## src/rtl/rr_mux_arbiter_pkg.sv

```systemverilog
// ----------------------------------------------------------------------------
// rr_mux_arbiter_pkg
// Shared definitions for the round-robin mux arbiter:
//   - NREQ          : number of requesters sharing the datapath
//   - ST_IDLE/GRANT : FSM state encoding
//   - onehot4()     : converts a 2-bit requester index into a one-hot grant
// ----------------------------------------------------------------------------
package rr_mux_arbiter_pkg;

    localparam int NREQ = 4;

    localparam logic [0:0] ST_IDLE  = 1'b0;
    localparam logic [0:0] ST_GRANT = 1'b1;

    function automatic logic [NREQ-1:0] onehot4(input logic [1:0] idx);
        onehot4 = 4'b0001 << idx;
    endfunction

endpackage

```

## src/rtl/rr_mux_arbiter_if.sv

```systemverilog
// ----------------------------------------------------------------------------
// rr_mux_arbiter_if
// Bundles the requester side and the downstream side of the arbiter.
//   req[3:0]      : request per requester (bit0=a .. bit3=d)
//   a, b, c, d    : requester data, WIDTH bits each
//   out_ready     : downstream accepts data this cycle
//   sel[1:0]      : registered mux select
//   gnt[3:0]      : registered one-hot grant, zero when idle
//   out_data      : selected requester data
//   out_valid     : selected data is valid
// Modports:
//   slave  - the arbiter itself
//   master - the environment driving requests and consuming output
// ----------------------------------------------------------------------------
interface rr_mux_arbiter_if #(
    parameter int WIDTH = 4
);
    logic [3:0]       req;
    logic [WIDTH-1:0] a;
    logic [WIDTH-1:0] b;
    logic [WIDTH-1:0] c;
    logic [WIDTH-1:0] d;
    logic             out_ready;
    logic [1:0]       sel;
    logic [3:0]       gnt;
    logic [WIDTH-1:0] out_data;
    logic             out_valid;

    modport slave (
        input  req, a, b, c, d, out_ready,
        output sel, gnt, out_data, out_valid
    );

    modport master (
        output req, a, b, c, d, out_ready,
        input  sel, gnt, out_data, out_valid
    );
endinterface

```

## src/rtl/rr_mux_arbiter_pick4.sv

```systemverilog
// ----------------------------------------------------------------------------
// rr_pick4
// Purely combinational round-robin picker for four requesters.
//   req[3:0]    : request vector
//   ptr[1:0]    : highest-priority index; scan goes ptr, ptr+1, ... wrapping
//   any         : at least one request is set
//   winner[1:0] : first set request at or above ptr (modulo 4)
// ----------------------------------------------------------------------------
module rr_pick4
    import rr_mux_arbiter_pkg::*;
(
    input  logic [NREQ-1:0] req,
    input  logic [1:0]      ptr,
    output logic            any,
    output logic [1:0]      winner
);

    logic [1:0] idx;
    logic       found;

    always_comb begin
        idx    = '0;
        found  = 1'b0;
        winner = '0;
        for (int i = 0; i < NREQ; i++) begin
            // 2-bit addition wraps 3 -> 0 naturally.
            idx = ptr + 2'(i);
            if (!found && req[idx]) begin
                winner = idx;
                found  = 1'b1;
            end
        end
        any = found;
    end

endmodule

```

## src/rtl/rr_mux_arbiter.sv

```systemverilog
// ----------------------------------------------------------------------------
// rr_mux_arbiter
// Round-robin arbiter sharing one 4:1 mux datapath among four requesters.
// A grantee keeps the path for up to HOLD_MAX transfers, then yields to the
// next requester in round-robin order. Hand-over between grantees happens
// without an idle cycle.
// Ports:
//   clk    : rising-edge clock
//   rst_n  : asynchronous active-low reset
//   bus    : rr_mux_arbiter_if.slave (requests, data, handshake, grant)
// Parameters:
//   WIDTH    : data width
//   HOLD_MAX : max consecutive transfers per grant (1..16)
// ----------------------------------------------------------------------------
module rr_mux_arbiter
    import rr_mux_arbiter_pkg::*;
#(
    parameter int WIDTH    = 4,
    parameter int HOLD_MAX = 4
) (
    input  logic                clk,
    input  logic                rst_n,
    rr_mux_arbiter_if.slave     bus
);

    localparam int CNT_W = (HOLD_MAX > 1) ? $clog2(HOLD_MAX) : 1;
    localparam logic [CNT_W-1:0] CNT_LAST = CNT_W'(HOLD_MAX - 1);

    logic [0:0]       state_q, state_d;
    logic [1:0]       sel_q,   sel_d;
    logic [NREQ-1:0]  gnt_q,   gnt_d;
    logic [1:0]       ptr_q,   ptr_d;
    logic [CNT_W-1:0] cnt_q,   cnt_d;

    logic [1:0]       pick_ptr;
    logic             pick_any;
    logic [1:0]       pick_winner;
    logic             valid;
    logic             xfer;
    logic             release_gnt;

    // While granted the only use of the picker is on release, where the
    // pointer advances to just past the current grantee; in IDLE the stored
    // pointer is used directly.
    assign pick_ptr = (state_q == ST_GRANT) ? (sel_q + 2'd1) : ptr_q;

    rr_pick4 u_pick (
        .req    (bus.req),
        .ptr    (pick_ptr),
        .any    (pick_any),
        .winner (pick_winner)
    );

    assign valid       = (state_q == ST_GRANT) && bus.req[sel_q];
    assign xfer        = valid && bus.out_ready;
    // Withdrawal releases immediately; otherwise release on the last
    // allowed transfer of the burst.
    assign release_gnt = !bus.req[sel_q] || (xfer && (cnt_q == CNT_LAST));

    always_comb begin
        state_d = state_q;
        sel_d   = sel_q;
        gnt_d   = gnt_q;
        ptr_d   = ptr_q;
        cnt_d   = cnt_q;
        case (state_q)
            ST_IDLE: begin
                if (pick_any) begin
                    state_d = ST_GRANT;
                    sel_d   = pick_winner;
                    gnt_d   = onehot4(pick_winner);
                    cnt_d   = '0;
                end
            end
            ST_GRANT: begin
                if (release_gnt) begin
                    ptr_d = sel_q + 2'd1;
                    cnt_d = '0;
                    if (pick_any) begin
                        sel_d = pick_winner;
                        gnt_d = onehot4(pick_winner);
                    end else begin
                        state_d = ST_IDLE;
                        gnt_d   = '0;
                    end
                end else if (xfer) begin
                    cnt_d = cnt_q + CNT_W'(1);
                end
                // Under backpressure everything holds; no timeout by design.
            end
            default: begin
                state_d = ST_IDLE;
                gnt_d   = '0;
                cnt_d   = '0;
            end
        endcase
    end

    always_ff @(posedge clk or negedge rst_n) begin
        if (!rst_n) begin
            state_q <= ST_IDLE;
            sel_q   <= '0;
            gnt_q   <= '0;
            ptr_q   <= '0;
            cnt_q   <= '0;
        end else begin
            state_q <= state_d;
            sel_q   <= sel_d;
            gnt_q   <= gnt_d;
            ptr_q   <= ptr_d;
            cnt_q   <= cnt_d;
        end
    end

    always_comb begin
        bus.out_data = bus.a;
        case (sel_q)
            2'd0:    bus.out_data = bus.a;
            2'd1:    bus.out_data = bus.b;
            2'd2:    bus.out_data = bus.c;
            default: bus.out_data = bus.d;
        endcase
    end

    assign bus.sel       = sel_q;
    assign bus.gnt       = gnt_q;
    assign bus.out_valid = valid;

endmodule
```

## src/flat_wrapper.sv

```systemverilog
// flat-port wrapper written by rule: the top's interface ports become plain ports
module rr_mux_arbiter_flat import rr_mux_arbiter_pkg::*;
#(
    parameter int WIDTH    = 4,
    parameter int HOLD_MAX = 4
)
  (clk, rst_n, bus_req, bus_a, bus_b, bus_c, bus_d, bus_out_ready, bus_sel, bus_gnt, bus_out_data, bus_out_valid);
  rr_mux_arbiter_if #(.WIDTH(WIDTH)) bus_i ();
  input  logic clk;
  input  logic rst_n;
  input wire logic [$bits(bus_i.req)-1:0] bus_req;
  input wire logic [$bits(bus_i.a)-1:0] bus_a;
  input wire logic [$bits(bus_i.b)-1:0] bus_b;
  input wire logic [$bits(bus_i.c)-1:0] bus_c;
  input wire logic [$bits(bus_i.d)-1:0] bus_d;
  input wire logic [$bits(bus_i.out_ready)-1:0] bus_out_ready;
  output wire logic [$bits(bus_i.sel)-1:0] bus_sel;
  output wire logic [$bits(bus_i.gnt)-1:0] bus_gnt;
  output wire logic [$bits(bus_i.out_data)-1:0] bus_out_data;
  output wire logic [$bits(bus_i.out_valid)-1:0] bus_out_valid;
  assign bus_i.req = bus_req;
  assign bus_i.a = bus_a;
  assign bus_i.b = bus_b;
  assign bus_i.c = bus_c;
  assign bus_i.d = bus_d;
  assign bus_i.out_ready = bus_out_ready;
  assign bus_sel = bus_i.sel;
  assign bus_gnt = bus_i.gnt;
  assign bus_out_data = bus_i.out_data;
  assign bus_out_valid = bus_i.out_valid;
  rr_mux_arbiter #(.WIDTH(WIDTH), .HOLD_MAX(HOLD_MAX)) u_core (.clk(clk), .rst_n(rst_n), .bus(bus_i));
endmodule
```

## config.mk

```make
export PLATFORM = sky130hd
export DESIGN_NAME = rr_mux_arbiter_flat
export DESIGN_NICKNAME = d
export VERILOG_FILES = /design/src/rtl/rr_mux_arbiter_pkg.sv /design/src/rtl/rr_mux_arbiter_if.sv /design/src/rtl/rr_mux_arbiter_pick4.sv /design/src/rtl/rr_mux_arbiter.sv /design/src/flat_wrapper.sv
export SDC_FILE = /design/constraint.sdc
export NUM_CORES = 1
export LEC_CHECK = 0
export CAP_MARGIN = 20
export CORE_MARGIN = 5
export CORE_UTILIZATION = 45
export CTS_BUF_LIST = sky130_fd_sc_hd__clkbuf_8
export DETAILED_ROUTE_END_ITERATION = 8
export PLACE_DENSITY = 0.82
export RECOVER_POWER = 100
export SLEW_MARGIN = 20
export SYNTH_ARGS = -nofsm -noshare
export SYNTH_HDL_FRONTEND = slang
export SYNTH_SLANG_ARGS = --single-unit
```

## constraint.sdc

```tcl
create_clock -name clk -period 3.8 [get_ports clk]
set_input_delay 0.95 -clock clk [delete_from_list [all_inputs] [get_ports clk]]
set_output_delay 0.95 -clock clk [all_outputs]
set_load 0.01 [all_outputs]
```

==> implementation parameters, run 1 <==
Parameter                              Value

Synth
  Synth Cell Area ... 872 sq um
  Number of synthesized flops with an enable pin ... 0
  Post-synthesis cell type with the largest combined area ... sky130_fd_sc_hd__dfrtp_1
  Synth Area in XOR/XNOR ... 0%
  Synth area leaders ... sky130_fd_sc_hd__dfrtp_1 32%, sky130_fd_sc_hd__mux2i_1 9.2%, sky130_fd_sc_hd__ha_1 7.2%, sky130_fd_sc_hd__a222oi_1 4.6%, sky130_fd_sc_hd__inv_1 3.9%
  Fraction of the mapped netlist area in compound gates ... approximately a quarter
  Post-synth net total ... 118
  Yosys warning count ... 0
  Most frequently used flop master after synthesis ... sky130_fd_sc_hd__dfrtp_1
  Fraction of synthesized area in multiplexers ... 13.5%
  Most used standard cells in the synthesized netlist ... 11 x sky130_fd_sc_hd__dfrtp_1, 9 x sky130_fd_sc_hd__inv_1, 9 x sky130_fd_sc_hd__nand2_1
  Flip-flop and latch count after synthesis ... 11
  Post-synthesis async set-or-reset flop share ... 100%
  Simple-Gate Fraction of Synth Area ... 13.1%
  Main combinational cell family by area after synthesis ... compound AO/OA/AOI/OAI gates
  Post-Synthesis Cells ... 90
  Share of synthesized cell area in full adder, half adder and majority cells ... 7.17%
  Most common cell in the netlist ... sky130_fd_sc_hd__dfrtp_1
  Sequential fraction of the synthesis area ... between 30% and 40%
  Post-synth cell types ... 36
  Mean instance size in the synthesized netlist ... roughly 9.7 sq um
  Synth top area share ... around a third

Clock network
  Root cell of the clock tree ... sky130_fd_sc_hd__clkbuf_8
  Depth of the CTS H-tree ... 1
  Number of sinks on the clock net ... 11
  Clock tree from TritonCTS ... built
  Post-cts repair resize count ... 0
  Post-CTS clock slew at the launch and capture registers of the worst setup and hold paths ... 0.04 ns
  Worst skew pair latency ... 0.23 ns
  Number of clock buffers inserted by TritonCTS ... 3
  Number of hold-repair buffers added at the cts stage ... 0
  Buffers inserted by post-CTS timing repair ... 0
  Maximum buffer depth of the clock tree ... 2

GRT
  Antenna violations before repair ... 0
  Via count of the first global-routing pass ... 823
  Maximum number of pins on one net before global-route repair ... 17
  Wire length of the first global-routing pass ... 3620 um
  Global routing usage summed across all routing layers ... 17.1%
  Global route overflow ... 0

Timing
  Relative slew slack ... 68.2%
  Worst path setup slack after routing ... 0.135 ns
  Transition time at the pin with the least slew margin ... 0.475 ns
  Unrepaired setup endpoints after global routing ... no
  Maximum clock rate ... 273 MHz
  Max-slew violation total from the final report ... 0
  Final worst clock skew ... around 0.0047 ns
  Aggregate negative setup slack ... 0 ns
  Number of setup violations in the final report ... 0
  Final period demand of the worst path ... 3.67 ns
  Hold violation count in the final report ... 0
  Final period util ... 96.5%

Finish
  Area added between synthesis and finish ... 42.2%
  Share of cells above drive strength 1 ... 4.88%
  Count of inserted antenna diode cells ... 0
  Number of nets at the end of the flow ... ~150
  Final standard cell count with taps included and fillers excluded ... 150

Place
  GP Congestion ... ~0.95
  Placed Cells ... 146
  Count of input and output buffers ... 33
  Minimum setup slack after placement ... 0.134 ns
  Post-DP HPWL ... 1820 um

Power
  Power Dens Cells ... 721 nW/um^2
  Leak pwr ... approximately 0.55 nW
  Peak VDD IR ... 586 uV

Detailed routing
  Number of DRC violations after detailed-routing iteration 0 ... 18
  Per-cell via count in the routed design ... 5.56
  Routed wire per std cell ... approximately 15 um
  Post-route ant nets ... 0
  Final routed wirelength across all metal layers ... 2260 um
  Detailed-route via count ... 834
  First drt pass iteration count ... 4
  DRC errors left ... 0

Setup path
  Delay of the slowest cell on the worst path ... 0.60 ns
  Signal arrival time at the worst endpoint ... between 2 and 3 ns
  Largest fanout of any net on the critical path ... 6
  Critical setup path kind ... primary input to output port
  Crit start category ... primary input
  Element type at the critical path end ... output port
  Family with the most delay on the worst path ... buffers and inverters
  Cell with the largest stage delay on the worst path ... sky130_fd_sc_hd__mux4_1
  Critical-path cell list ... clkdlybuf4s50_1 -> mux4_1 -> nand2_1 -> inv_1 -> clkdlybuf4s50_1
  Critical Path RT ... 2.85 ns
  Critical path buffers and inverters ... 3
  Critical path's most frequent cell ... sky130_fd_sc_hd__clkdlybuf4s50_1

Floorplanning
  Boundary Pins ... 34
  Site row count ... 16
  Die X-Extent ... roughly 54 um
  Die Footprint ... 2920 sq um
  Area inside the core boundary ... approximately 1900 sq um
  Initial standard-cell utilization of the core ... 45.9%
  Die Y ... approximately 54 um

Worst hold path
  Worst min-delay path class ... flip-flop to flip-flop

Job
  Max-Cap Viols ... 0

Status
  Outcome ... finished clean
==> metrics by stage <==
step	power, W	util (%)	hold WS [ns]	cell area (sq um)
global route	0.000977	65.2	0.509	1240
global placement	0.000798	63.2	0.474	1200
detailed placement	0.000821	63.2	0.479	1200
floorplan	0.000594	-	0.470	872
CTS	0.000934	65.5	0.490	1250
finish	0.000894	65.2	0.477	1240
==> area by class of cell <==
class	count	area, sq um
clock buffer	3	41.3
clock inverter	1	3.75
fill	165	662
inverter	9	33.8
multi-input combinational	65	518
sequential	11	275
tap	27	33.8
timing repair buffer	34	334
==> path summary, 6_finish.rpt <==
check                           cells past startpoint           endpoint               from  slack, ns
min in group asynchronous                           1  u_core.bus.gnt[2]              rst_n       1.11
worst min register to register                      2  u_core.bus.gnt[3]  u_core.bus.gnt[3]       0.48
max in group asynchronous                           1    u_core.ptr_q[0]              rst_n       2.36
worst max register to register                      6  u_core.bus.gnt[0]  u_core.bus.sel[0]       1.50
worst max-delay path                                5      bus_out_valid         bus_req[0]       0.13
worst min-delay path                                2  u_core.bus.gnt[3]  u_core.bus.gnt[3]       0.48
==> layout by cell type (no fill, tap or decap), types with 2 or more instances in the layout <==
| cell | count |
|---|---|
| sky130_fd_sc_hd__clkdlybuf4s50_1 | 21 |
| sky130_fd_sc_hd__dlygate4sd3_1 | 12 |
| sky130_fd_sc_hd__dfrtp_1 | 11 |
| sky130_fd_sc_hd__inv_1 | 10 |
| sky130_fd_sc_hd__nand2_1 | 9 |
| sky130_fd_sc_hd__mux2i_1 | 8 |
| sky130_fd_sc_hd__ha_1 | 5 |
| sky130_fd_sc_hd__a222oi_1 | 4 |
| sky130_fd_sc_hd__nor2_1 | 3 |
| sky130_fd_sc_hd__o21ai_0 | 3 |
| sky130_fd_sc_hd__o211ai_1 | 3 |
| sky130_fd_sc_hd__clkbuf_8 | 3 |
| sky130_fd_sc_hd__a21boi_0 | 2 |
| sky130_fd_sc_hd__a21oi_1 | 2 |
| sky130_fd_sc_hd__nor3b_1 | 2 |
| sky130_fd_sc_hd__a32oi_1 | 2 |
| sky130_fd_sc_hd__nor2b_1 | 2 |
| sky130_fd_sc_hd__a32o_1 | 2 |
| sky130_fd_sc_hd__o31ai_1 | 2 |
==> cell families (layout without fill, tap and decap cells) <==
kind of cell | Yosys count | in the layout
compound gates | 28 | 28
simple gates | 22 | 22
buf+inv | 14 | 47
fa+ha+maj | 5 | 5
flops | 11 | 11
mux | 10 | 10
==> layer usage <==
metal  track usage, %  wire length, um
met1             18.5              878
met2             31.3             1080
met3             8.31              296
met4             1.24                8
met5                0                0
==> report_power, final <==
group          internal, W  switching (W)  total [W]
clock            0.0000706      0.0000399   0.000111
sequential        0.000165      0.0000557   0.000221
combinational     0.000289       0.000273   0.000563
==> sequential cells by signal (all words and copies together), names as in the netlist <==
signal / cells
u_core.ptr_q: 2
u_core.bus.gnt: 4
u_core.bus.sel: 2
u_core.state_q: 1
u_core.cnt_q: 2
==> tightest hold or removal path: stages (launching register included) <==
cell	delay, ns
sky130_fd_sc_hd__dfrtp_1	0.33
sky130_fd_sc_hd__nand2_1	0.05
sky130_fd_sc_hd__o31ai_1	0.06
Power figures use the tool's default switching activity.
==> run 2, diff against run 1 <==
--- a/config.mk
+++ b/config.mk
@@ -5,12 +5,13 @@
 export SDC_FILE = /design/constraint.sdc
 export NUM_CORES = 1
 export LEC_CHECK = 0
+export ABC_AREA = 1
 export CAP_MARGIN = 20
 export CORE_MARGIN = 5
 export CORE_UTILIZATION = 45
 export CTS_BUF_LIST = sky130_fd_sc_hd__clkbuf_8
 export DETAILED_ROUTE_END_ITERATION = 8
-export PLACE_DENSITY = 0.82
+export PLACE_DENSITY = 0.78
 export RECOVER_POWER = 100
 export SLEW_MARGIN = 20
 export SYNTH_ARGS = -nofsm -noshare
==> implementation parameters, run 2 <==
Parameter                              Value

Clock network
  Maximum buffer depth of the clock tree ... 2
  Post-cts repair resize count ... 0
  Worst skew pair latency ... 0.23 ns
  Buffers inserted by post-CTS timing repair ... 0
  Clock tree from TritonCTS ... built
  Root cell of the clock tree ... sky130_fd_sc_hd__clkbuf_8
  Number of clock buffers inserted by TritonCTS ... 3
  Depth of the CTS H-tree ... 1
  Number of sinks on the clock net ... 11
  Post-CTS clock slew at the launch and capture registers of the worst setup and hold paths ... about 0.05 ns
  Number of hold-repair buffers added at the cts stage ... 0

Power
  Fraction of power spent switching nets ... 55.9%
  Portion of total power attributed to combinational logic ... 78.6%
  Proportion of power drawn by flip-flops and latches ... 14.5%
  Internal power contribution ... 0.000706 W
  Total power consumption of the routed design ... between 0.0015 and 0.002 W
  Leak pwr ... approximately 0.73 nW
  Power Dens Cells ... 1090 nW/um^2
  Clock network power share ... 6.9%
  Net switching power ... 0.000893 W
  Peak VDD IR ... about 680 uV

Synth
  Mean instance size in the synthesized netlist ... between 6 and 7 sq um
  Post-synth cell types ... 23
  Sequential fraction of the synthesis area ... 25.3%
  Number of synthesized flops with an enable pin ... 0
  Most common cell in the netlist ... sky130_fd_sc_hd__nand2_1
  Post-synthesis cell type with the largest combined area ... sky130_fd_sc_hd__dfrtp_1
  Post-synthesis async set-or-reset flop share ... 100%
  Most used standard cells in the synthesized netlist ... 43 x sky130_fd_sc_hd__nand2_1, 20 x sky130_fd_sc_hd__nand3_1, 16 x sky130_fd_sc_hd__inv_1, 16 x sky130_fd_sc_hd__nand2_2, 11 x sky130_fd_sc_hd__dfrtp_1
  Post-Synthesis Cells ... 159
  Synth area leaders ... sky130_fd_sc_hd__dfrtp_1 25%, sky130_fd_sc_hd__nand2_1 15%, sky130_fd_sc_hd__nand2_2 9.2%, sky130_fd_sc_hd__nand3_1 9.2%, sky130_fd_sc_hd__ha_1 5.7%
  Yosys warning count ... 0
  Synth top area share ... 25.3%
  Most frequently used flop master after synthesis ... sky130_fd_sc_hd__dfrtp_1
  Post-synth net total ... around 190
  Synth Cell Area ... 1090 sq um
  Flip-flop and latch count after synthesis ... 11

Setup path
  Critical Path RT ... 2.85 ns
  Largest fanout of any net on the critical path ... 3
  Signal arrival time at the worst endpoint ... 2.44 ns
  Critical setup path kind ... primary input to output port
  Element type at the critical path end ... output port
  Crit start category ... primary input

Place
  Post-DP HPWL ... 2260 um
  GP Congestion ... 0.813
  Count of input and output buffers ... 33
  Placed Cells ... between 200 and 250

Timing
  Final worst clock skew ... 0.000807 ns
  Unrepaired setup endpoints after global routing ... no
  Number of setup violations in the final report ... 0
  Relative slew slack ... 68.0%
  Hold violation count in the final report ... 0
  Transition time at the pin with the least slew margin ... 0.478 ns
  Aggregate negative setup slack ... 0 ns
  Final period demand of the worst path ... 3.39 ns
  Maximum clock rate ... approximately 290 MHz
  Max-slew violation total from the final report ... 0
  Final period util ... between 80% and 90%

GRT
  Wire length of the first global-routing pass ... around 4500 um
  Most used routing layer ... met2
  Global-route track usage on met3 ... between 4 and 5%
  Antenna violations before repair ... 0
  Global route overflow ... 0
  Met2 GRT Util ... 26.2%
  Maximum number of pins on one net before global-route repair ... 12
  Via count of the first global-routing pass ... 1,049
  Global routing usage summed across all routing layers ... 16.3%
  Met1 routing resource usage after global routing ... 20.3%

Worst hold path
  Worst min-delay path class ... flip-flop to flip-flop

Floorplanning
  Site row count ... 17
  Die X-Extent ... 59.2 um
  Die Footprint ... 3500 sq um
  Initial standard-cell utilization of the core ... 48.3%
  Boundary Pins ... 34
  Die Y ... 59.2 um
  Area inside the core boundary ... 2250 sq um

Detailed routing
  Per-cell via count in the routed design ... about 5.2
  DRC errors left ... 0
  Number of DRC violations after detailed-routing iteration 0 ... 35
  First drt pass iteration count ... 6
  Routed wire per std cell ... 12.2 um
  Detailed-route via count ... 1,151
  Final routed wirelength across all metal layers ... 2720 um
  Post-route ant nets ... 0

Status
  Outcome ... finished clean

Finish
  Most common cell after layout, fill and taps aside ... sky130_fd_sc_hd__nand2_1
  Most frequent cells in the layout ... 47 x sky130_fd_sc_hd__nand2_1, 21 x sky130_fd_sc_hd__clkdlybuf4s50_1, 20 x sky130_fd_sc_hd__nand3_1
  Count of inserted antenna diode cells ... 0
  Final standard cell count with taps included and fillers excluded ... 223
  Area added between synthesis and finish ... 34.3%
  Flip-flop count of the largest register after layout ... 4
  Share of cells above drive strength 1 ... 13.3%
  Number of nets at the end of the flow ... 224

Job
  Max-Cap Viols ... 0
## run 2: power groups by stage
stage	logic [W]	registers [W]	clock network [W]
after floorplan	0.00100	0.000227	0
after global placement	0.00130	0.000234	0
after detailed placement	0.00134	0.000235	0
after CTS	0.00134	0.000235	0.000114
after global routing	0.00142	0.000242	0.000121
final	0.00126	0.000232	0.000110
## run 2: logic make-up (layout without fill, tap and decap cells)
group           count (synthesis)  in the layout  share of synthesized area [%]
buf+inv                        19             55                           7.70
fa+ha+maj                       5              5                           5.75
simple gates                  101            101                           48.7
flops                          11             11                           25.3
compound gates                 23             23                           12.5
## run 2: critical path, cell delays in order
cell	delay (ns)
sky130_fd_sc_hd__clkdlybuf4s50_1	0.52
sky130_fd_sc_hd__o21ai_0	0.11
sky130_fd_sc_hd__o21ai_2	0.18
sky130_fd_sc_hd__nand2_1	0.09
sky130_fd_sc_hd__inv_1	0.06
sky130_fd_sc_hd__clkdlybuf4s50_1	0.53
## run 2: per-stage QoR
step                worst slack [ns]  hold slack [ns]  util, %  instance area (sq um)
finish                         0.407            0.500     64.8                   1460
detailed placement             0.378            0.493     64.0                   1440
CTS                            0.383            0.506     66.0                   1490
global route                   0.273            0.539     64.8                   1460
global placement               0.411            0.488     64.0                   1440
floorplan                       1.47            0.464        -                   1090
## run 2: area by class of cell
type | count | area [sq um]
Clock buffer | 3 | 41.3
Clock inverter | 1 | 3.75
Fill cell | 208 | 793
Inverter | 18 | 72.6
Multi-Input combinational cell | 129 | 703
Sequential cell | 11 | 275
Tap cell | 28 | 35.0
Timing Repair Buffer | 33 | 330
## run 2: path summary, 6_finish.rpt
check,from,to,slack [ns],cells past startpoint
min in group asynchronous,rst_n,u_core.bus.gnt[0],1.11,1
worst max register to register,u_core.bus.sel[0],u_core.cnt_q[1],1.33,13
worst max-delay path,bus_req[2],bus_out_valid,0.41,6
max in group asynchronous,rst_n,u_core.bus.sel[1],2.36,1
worst min register to register,u_core.cnt_q[0],u_core.cnt_q[0],0.50,1
worst min-delay path,u_core.cnt_q[0],u_core.cnt_q[0],0.50,1
## run 2: layer usage
metal	share of wire [%]	vias up	wire (um)
met2	46	53	1250
li1	-	593	-
met4	0.92	0	25
met3	11	4	296
met5	0	-	0
met1	42	501	1150
==> run 3, diff against run 2 <==
--- a/config.mk
+++ b/config.mk
@@ -6,13 +6,14 @@
 export NUM_CORES = 1
 export LEC_CHECK = 0
 export ABC_AREA = 1
-export CAP_MARGIN = 20
+export CAP_MARGIN = 25
 export CORE_MARGIN = 5
 export CORE_UTILIZATION = 45
 export CTS_BUF_LIST = sky130_fd_sc_hd__clkbuf_8
 export DETAILED_ROUTE_END_ITERATION = 8
 export PLACE_DENSITY = 0.78
 export RECOVER_POWER = 100
+export SKIP_CTS_REPAIR_TIMING = 1
 export SLEW_MARGIN = 20
 export SYNTH_ARGS = -nofsm -noshare
 export SYNTH_HDL_FRONTEND = slang
==> results of run 3 <==
Same layout as run 2: the final DEF is identical, and so are final timing and power.
